## src/rtl/ofm_pkg.sv

```systemverilog
// Shared definitions for the OFM read address generator: widths, FSM states, segment helper.
// Latency: n/a (definitions only).
// Backpressure: n/a.
package ofm_pkg;
    localparam int SYSTOLIC_SIZE = 16;
    localparam int OFM_RAM_SIZE  = 2205619;
    localparam int AW            = $clog2(OFM_RAM_SIZE);
    localparam int TW_SHIFT      = $clog2(SYSTOLIC_SIZE);

    typedef enum logic [1:0] {
        S_IDLE  = 2'd0,
        S_ISSUE = 2'd1,
        S_DONE  = 2'd2
    } state_t;

    function automatic logic [10:0] seg_len(input logic [10:0] remaining, input logic [10:0] width);
        return (remaining < width) ? remaining : width;
    endfunction
endpackage

```

## src/rtl/ofm_read_addr_controller_if.sv

```systemverilog
// Read-beat bus from the OFM read address generator to its consumer.
// Latency: none (wires only).
// Backpressure: a beat holds while valid is high and ready is low.
interface ofm_read_addr_controller_if;
    import ofm_pkg::*;

    logic [AW-1:0] ofm_rd_addr;
    logic [4:0]    ofm_rd_size;
    logic          ofm_rd_valid;
    logic          ofm_rd_ready;

    modport master (output ofm_rd_addr, output ofm_rd_size, output ofm_rd_valid, input ofm_rd_ready);
    modport slave  (input ofm_rd_addr, input ofm_rd_size, input ofm_rd_valid, output ofm_rd_ready);
endinterface

```

## src/rtl/ofm_rd_loop_counter.sv

```systemverilog
// Wrapping loop counter 0..max_i with a last flag, advanced by en_i and cleared by clr_i.
// Latency: count updates one cycle after en_i/clr_i.
// Backpressure: none; the caller gates en_i.
module ofm_rd_loop_counter #(
    parameter int W = 8
) (
    input  logic         clk,
    input  logic         rst,
    input  logic         clr_i,
    input  logic         en_i,
    input  logic [W-1:0] max_i,
    output logic [W-1:0] cnt_o,
    output logic         last_o
);
    logic [W-1:0] cnt_q, cnt_d;

    assign last_o = (cnt_q == max_i);
    assign cnt_o  = cnt_q;

    always_comb begin
        cnt_d = cnt_q;
        if (clr_i) begin
            cnt_d = '0;
        end else if (en_i) begin
            cnt_d = last_o ? '0 : cnt_q + W'(1);
        end
    end

    always_ff @(posedge clk) begin
        if (rst) cnt_q <= '0;
        else     cnt_q <= cnt_d;
    end
endmodule

```

## src/rtl/ofm_read_addr_controller.sv

```systemverilog
// OFM RAM read address generator: tile/row/channel walk, one segment per beat (build option OFM_READ_UPSAMPLE_EN).
// Latency: first beat valid one cycle after start; done one cycle after the last accepted beat.
// Backpressure: valid/ready; address and size hold while valid && !ready.
module ofm_read_addr_controller
    import ofm_pkg::*;
(
    input  logic                       clk,
    input  logic                       rst,
    input  logic                       start,
    input  logic [AW-1:0]              start_read_addr,
    input  logic [8:0]                 ofm_size,
    input  logic [15:0]                channel_size,
    input  logic [10:0]                num_channel,
    input  logic                       upsample_mode,
    ofm_read_addr_controller_if.master rd,
    output logic                       busy,
    output logic                       done
);
    state_t        state_q;
    logic [8:0]    ofm_size_q;
    logic [15:0]   chsize_q;
    logic [10:0]   nch_q;
    logic [5:0]    tile_max_q, tile_max_d;
    logic [AW-1:0] channel_addr_q, row_base_q, tile_base_q;
    logic          valid_q, busy_q, done_q;

    logic          start_go, accept, adv, rep_hold, last_beat;
    logic          ch_last, row_last, tile_last;
    logic [10:0]   unused_ch_cnt;
    logic [8:0]    unused_row_cnt;
    logic [5:0]    tile_cnt;
    logic [8:0]    ofm_m1;
    logic [10:0]   tw_cur, tile_off, seg_w;
    logic [4:0]    seg;
    logic [5:0]    unused_seg_hi;

    assign start_go  = start && (state_q == S_IDLE);
    assign accept    = valid_q && rd.ofm_rd_ready;
    assign adv       = accept && !rep_hold;
    assign last_beat = adv && ch_last && row_last && tile_last;
    assign ofm_m1    = ofm_size - 9'd1;

`ifdef OFM_READ_UPSAMPLE_EN
    logic up_q, rep_q;

    // First pass of a beat holds the counters; the repeat releases them.
    assign rep_hold       = up_q && !rep_q;
    assign tw_cur         = up_q ? 11'(SYSTOLIC_SIZE / 2) : 11'(SYSTOLIC_SIZE);
    assign tile_off       = up_q ? (11'(tile_cnt) << (TW_SHIFT - 1)) : (11'(tile_cnt) << TW_SHIFT);
    assign tile_max_d     = upsample_mode ? 6'(ofm_m1 >> (TW_SHIFT - 1)) : 6'(ofm_m1 >> TW_SHIFT);
    assign rd.ofm_rd_size = up_q ? (seg << 1) : seg;

    always_ff @(posedge clk) begin
        if (rst) begin
            up_q  <= 1'b0;
            rep_q <= 1'b0;
        end else if (start_go) begin
            up_q  <= upsample_mode;
            rep_q <= 1'b0;
        end else if (accept) begin
            rep_q <= rep_hold;
        end
    end
`else
    logic unused_upsample;

    assign unused_upsample = upsample_mode;
    assign rep_hold        = 1'b0;
    assign tw_cur          = 11'(SYSTOLIC_SIZE);
    assign tile_off        = 11'(tile_cnt) << TW_SHIFT;
    assign tile_max_d      = 6'(ofm_m1 >> TW_SHIFT);
    assign rd.ofm_rd_size  = seg;
`endif

    assign seg_w         = seg_len(11'(ofm_size_q) - tile_off, tw_cur);
    assign seg           = seg_w[4:0];
    assign unused_seg_hi = seg_w[10:5];

    ofm_rd_loop_counter #(.W(11)) u_ch_cnt (
        .clk(clk), .rst(rst), .clr_i(start_go), .en_i(adv),
        .max_i(nch_q - 11'd1), .cnt_o(unused_ch_cnt), .last_o(ch_last)
    );
    ofm_rd_loop_counter #(.W(9)) u_row_cnt (
        .clk(clk), .rst(rst), .clr_i(start_go), .en_i(adv && ch_last),
        .max_i(ofm_size_q - 9'd1), .cnt_o(unused_row_cnt), .last_o(row_last)
    );
    ofm_rd_loop_counter #(.W(6)) u_tile_cnt (
        .clk(clk), .rst(rst), .clr_i(start_go), .en_i(adv && ch_last && row_last),
        .max_i(tile_max_q), .cnt_o(tile_cnt), .last_o(tile_last)
    );

    always_ff @(posedge clk) begin
        if (rst) begin
            state_q        <= S_IDLE;
            ofm_size_q     <= '0;
            chsize_q       <= '0;
            nch_q          <= '0;
            tile_max_q     <= '0;
            channel_addr_q <= '0;
            row_base_q     <= '0;
            tile_base_q    <= '0;
            valid_q        <= 1'b0;
            busy_q         <= 1'b0;
            done_q         <= 1'b0;
        end else begin
            case (state_q)
                S_IDLE: if (start) begin
                    ofm_size_q     <= ofm_size;
                    chsize_q       <= channel_size;
                    nch_q          <= num_channel;
                    tile_max_q     <= tile_max_d;
                    channel_addr_q <= '0;
                    row_base_q     <= '0;
                    tile_base_q    <= start_read_addr;
                    busy_q         <= 1'b1;
                    if (ofm_size != '0 && num_channel != '0) begin
                        state_q <= S_ISSUE;
                        valid_q <= 1'b1;
                    end else begin
                        state_q <= S_DONE;
                        done_q  <= 1'b1;
                    end
                end
                S_ISSUE: if (adv) begin
                    channel_addr_q <= ch_last ? '0 : channel_addr_q + AW'(chsize_q);
                    if (ch_last)
                        row_base_q <= row_last ? '0 : row_base_q + AW'(ofm_size_q);
                    if (ch_last && row_last)
                        tile_base_q <= tile_base_q + AW'(tw_cur);
                    if (last_beat) begin
                        state_q <= S_DONE;
                        valid_q <= 1'b0;
                        done_q  <= 1'b1;
                    end
                end
                S_DONE: begin
                    state_q <= S_IDLE;
                    busy_q  <= 1'b0;
                    done_q  <= 1'b0;
                end
                default: state_q <= S_IDLE;
            endcase
        end
    end

    assign rd.ofm_rd_addr  = tile_base_q + row_base_q + channel_addr_q;
    assign rd.ofm_rd_valid = valid_q;
    assign busy            = busy_q;
    assign done            = done_q;
endmodule
```

## src/flat_wrapper.sv

```systemverilog
// flat-port wrapper written by rule: the top's interface ports become plain ports
module ofm_read_addr_controller_flat import ofm_pkg::*;
  (clk, rst, start, start_read_addr, ofm_size, channel_size, num_channel, upsample_mode, busy, done, rd_ofm_rd_addr, rd_ofm_rd_size, rd_ofm_rd_valid, rd_ofm_rd_ready);
  ofm_read_addr_controller_if rd_i ();
  input  logic clk;
  input  logic rst;
  input  logic start;
  input  logic [AW-1:0] start_read_addr;
  input  logic [8:0] ofm_size;
  input  logic [15:0] channel_size;
  input  logic [10:0] num_channel;
  input  logic upsample_mode;
  output logic busy;
  output logic done;
  output wire logic [$bits(rd_i.ofm_rd_addr)-1:0] rd_ofm_rd_addr;
  output wire logic [$bits(rd_i.ofm_rd_size)-1:0] rd_ofm_rd_size;
  output wire logic [$bits(rd_i.ofm_rd_valid)-1:0] rd_ofm_rd_valid;
  input wire logic [$bits(rd_i.ofm_rd_ready)-1:0] rd_ofm_rd_ready;
  assign rd_ofm_rd_addr = rd_i.ofm_rd_addr;
  assign rd_ofm_rd_size = rd_i.ofm_rd_size;
  assign rd_ofm_rd_valid = rd_i.ofm_rd_valid;
  assign rd_i.ofm_rd_ready = rd_ofm_rd_ready;
  ofm_read_addr_controller u_core (.clk(clk), .rst(rst), .start(start), .start_read_addr(start_read_addr), .ofm_size(ofm_size), .channel_size(channel_size), .num_channel(num_channel), .upsample_mode(upsample_mode), .rd(rd_i), .busy(busy), .done(done));
endmodule
```

## config.mk

```make
export PLATFORM = sky130hd
export DESIGN_NAME = ofm_read_addr_controller_flat
export DESIGN_NICKNAME = d
export VERILOG_FILES = /design/src/rtl/ofm_pkg.sv /design/src/rtl/ofm_read_addr_controller_if.sv /design/src/rtl/ofm_rd_loop_counter.sv /design/src/rtl/ofm_read_addr_controller.sv /design/src/flat_wrapper.sv
export SDC_FILE = /design/constraint.sdc
export NUM_CORES = 1
export LEC_CHECK = 0
export CAP_MARGIN = 20
export CORE_MARGIN = 2
export CORE_UTILIZATION = 40
export DETAILED_ROUTE_END_ITERATION = 10
export DONT_BUFFER_PORTS = 1
export GPL_TIMING_DRIVEN = 0
export RECOVER_POWER = 50
export SLEW_MARGIN = 20
export SYNTH_ARGS = -nofsm -noshare
export SYNTH_HDL_FRONTEND = slang
export SYNTH_HIERARCHICAL = 1
export SYNTH_SLANG_ARGS = --single-unit
```

## constraint.sdc

```tcl
create_clock -name clk -period 6.3 [get_ports clk]
set_clock_uncertainty 0.2 [all_clocks]
set_input_delay 1.26 -clock clk [delete_from_list [all_inputs] [get_ports clk]]
set_output_delay 1.26 -clock clk [all_outputs]
set_load 0.05 [all_outputs]
```

==> metrics.cfg <==
[global_routing]
grt_usage=0.219
busiest_layer=met2
use_met1=0.288
grt_first_pass_wirelength_mm=42.4
grt_pass1_vias=7901
use_met2=0.358
antenna_found_initial=1
grt_start_max_net_pins=17
grtUsageMet3=0.0438
overflow=0

[timing]
setup_viol_count_final=0
fin_tns_setup_ns=0
slew_headroom=0.0489
hold_viol=0
post-route-period-util=0.945
rsz0062_at_grt=no
fmax_ghz=0.168
min_period_ns=5.95
tightest_slew_ns=1.41
maxSlewViolCount=0

[die]
die_y_um=157
ios=93
core_area_um2=23300
die-area_um2=24800
die_w_um=157
rows=56
start_util=0.405

[finish]
fin_nets=1344
final_cells=1533
area_growth_pct=11.0
drive_gt1_frac=0.0536
final_util=0.449

[logic_synthesis]
ys_warn_count=6
synthesis.area_um2=9420
syn_nets=1324
netlist_instances=1180
synthFlopType=dfxtp_1
postSynthAreaPerCell_um2=7.98
synth_cell_types=84
ys_ff_latch=138
seq_area_frac_synth=0.293
synth_edf_count=0
async_flop_share=0

[detailed_routing]
routed_via_density=5.48
drt-wirelength-per-cell_um=17.6
first_pass_iters=5
drtIter0Drc=561
ant_nets=0
wirelength_mm=27.0
drc=0
dr_total_vias=8403

[power]
ir_drop_mv=0.140
powerDensity_nw_per_um2=242
p_leak_uw=0.00392

[placed_design]
placed_cells=1499
port_buffers=0
hpwl_mm=21.2
gp_congestion=0.907

[clock_tree]
clock_sinks=138
clk_path_buf_depth=2
htreeDepth=4
cts_buffers=17
clk_latency_ns=0.43
post_cts_resized=0
cts_tree=done
cts_hold_buf=0
cts-root-buf=clkbuf_16
clk_pin_slew_worst_paths_ns=0.06
post_cts_buffers=0

[run]
cap_violations=0

[min_path]
min-delay-start=u_core/chsize_q[0]
hp-class=register to register

[critical_path]
worstPathRequired_ns=4.84
start_kind=register
crit_fanout=4
end_kind=primary output
crit_type=register to primary output
cp.arrival_ns=4.49
reg2reg_from=u_core/nch_q[2]
worst-r2r-setup-slack_ns=1.86
worstSetupStartpoint=u_core/channel_addr_q[1]

[run_status]
run_status=completed

-- registers in the layout, summed over array words and instances, names as in the netlist --
register and count:
u_core/done 1, u_core/rd.ofm_rd_valid 1, u_core/ofm_size_q 9, u_core/chsize_q 16, u_core/u_ch_cnt/cnt_o 11, u_core/state_q 2
u_core/u_tile_cnt/cnt_o 6, u_core/channel_addr_q 22, u_core/nch_q 11, u_core/tile_base_q 22, u_core/row_base_q 22, u_core/u_row_cnt/cnt_o 9
u_core/tile_max_q 5, u_core/busy 1
-- path summary, 6_finish.rpt --
check / endpoint / cells past startpoint
setup / recovery: rd_ofm_rd_addr[19] / 10
hold / removal: u_core/chsize_q[0] / 2
setup reg to reg: u_core/tile_base_q[17] / 15
hold reg to reg: u_core/chsize_q[0] / 2
-- power breakdown --
group	internal, µW	switching, µW	total [µW]
clock network	728	403	1130
logic	140	299	438
registers	908	54.2	963
-- through the flow --
| step | hold slack [ns] | area, µm² | total power (µW) | worst slack (ns) |
|---|---|---|---|---|
| 6_report | 0.257 | 10500 | 2530 | 0.349 |
| 3_3_place_gp | 0.250 | 9820 | 1420 | 0.801 |
| 5_1_grt | 0.274 | 10500 | 2630 | 0.0961 |
| 4_1_cts | 0.261 | 10500 | 2550 | 0.280 |
| 3_5_place_dp | 0.251 | 9820 | 1420 | 0.748 |
| 2_1_floorplan | 0.236 | 9420 | 1310 | 1.55 |
-- critical path: stages (launching register included) --
cell and delay [ns]:
dfxtp_1 0.37, fa_1 0.56, ha_1 0.20, inv_1 0.06
fa_1 0.40, nor2b_1 0.18, o211ai_1 0.13, a31oi_1 0.54
a21boi_0 0.39, a211o_1 0.37, xnor2_1 0.86
-- routing by layer --
metal | share of wire | vias to the layer above
met3 | 0.054 | 33
met4 | 0.020 | 0
li1 | - | 4217
met2 | 0.47 | 187
met5 | 0 | -
met1 | 0.46 | 3966
-- final cells by class --
cell class | instances | area (µm²)
Fill cell | 2361 | 12800
Multi-Input combinational cell | 942 | 6230
Sequential cell | 138 | 2760
Clock buffer | 23 | 508
Tap cell | 319 | 399
Buffer | 51 | 205
Inverter | 49 | 184
Clock inverter | 9 | 158
Timing Repair Buffer | 1 | 3.75
Antenna cell | 1 | 2.50
-- cells in the mapped netlist, drive strengths merged (16+ instances only) --
library cell / count / area [µm²]
a211oi: 24 / 180
nand3: 39 / 210
nand2: 172 / 648
inv: 48 / 180
o21ai: 60 / 315
clkbuf: 35 / 133
dfxtp: 138 / 2760
fa: 25 / 500
a21oi: 108 / 541
nand4: 18 / 125
nor3: 41 / 228
xor2: 37 / 324
nor2: 99 / 374
xnor2: 73 / 647
ha: 56 / 701
buf: 16 / 76.3
-- cells in the final DEF, fill, tap and decap left out, types with 12 or more instances in the layout --
cell / Yosys / routed
nand2_1: 171 / 171
dfxtp_1: 138 / 138
a21oi_1: 108 / 108
nor2_1: 98 / 98
xnor2_1: 72 / 70
o21ai_0: 55 / 56
ha_1: 56 / 56
inv_1: 48 / 48
nor3_1: 39 / 40
xor2_1: 37 / 37
clkbuf_1: 34 / 36
nand3_1: 36 / 36
fa_1: 25 / 25
a211oi_1: 24 / 24
clkbuf_16: 0 / 17
nand4_1: 16 / 16
a21o_1: 15 / 15
nor2b_1: 12 / 12
-- kinds of logic after synthesis --
| logic type | after synthesis | synth area share |
|---|---|---|
| and+or+nand+nor | 455 | 0.236 |
| AOI/OAI and AO/OA | 288 | 0.190 |
| DFF | 138 | 0.293 |
| xor gates and xnor gates | 110 | 0.103 |
| buffers and inverters | 100 | 0.0417 |
| adders and majority gates | 81 | 0.128 |
| muxes | 7 | 0.00757 |
| other | 1 | 0.000398 |
(Power assumes the default switching activity.)
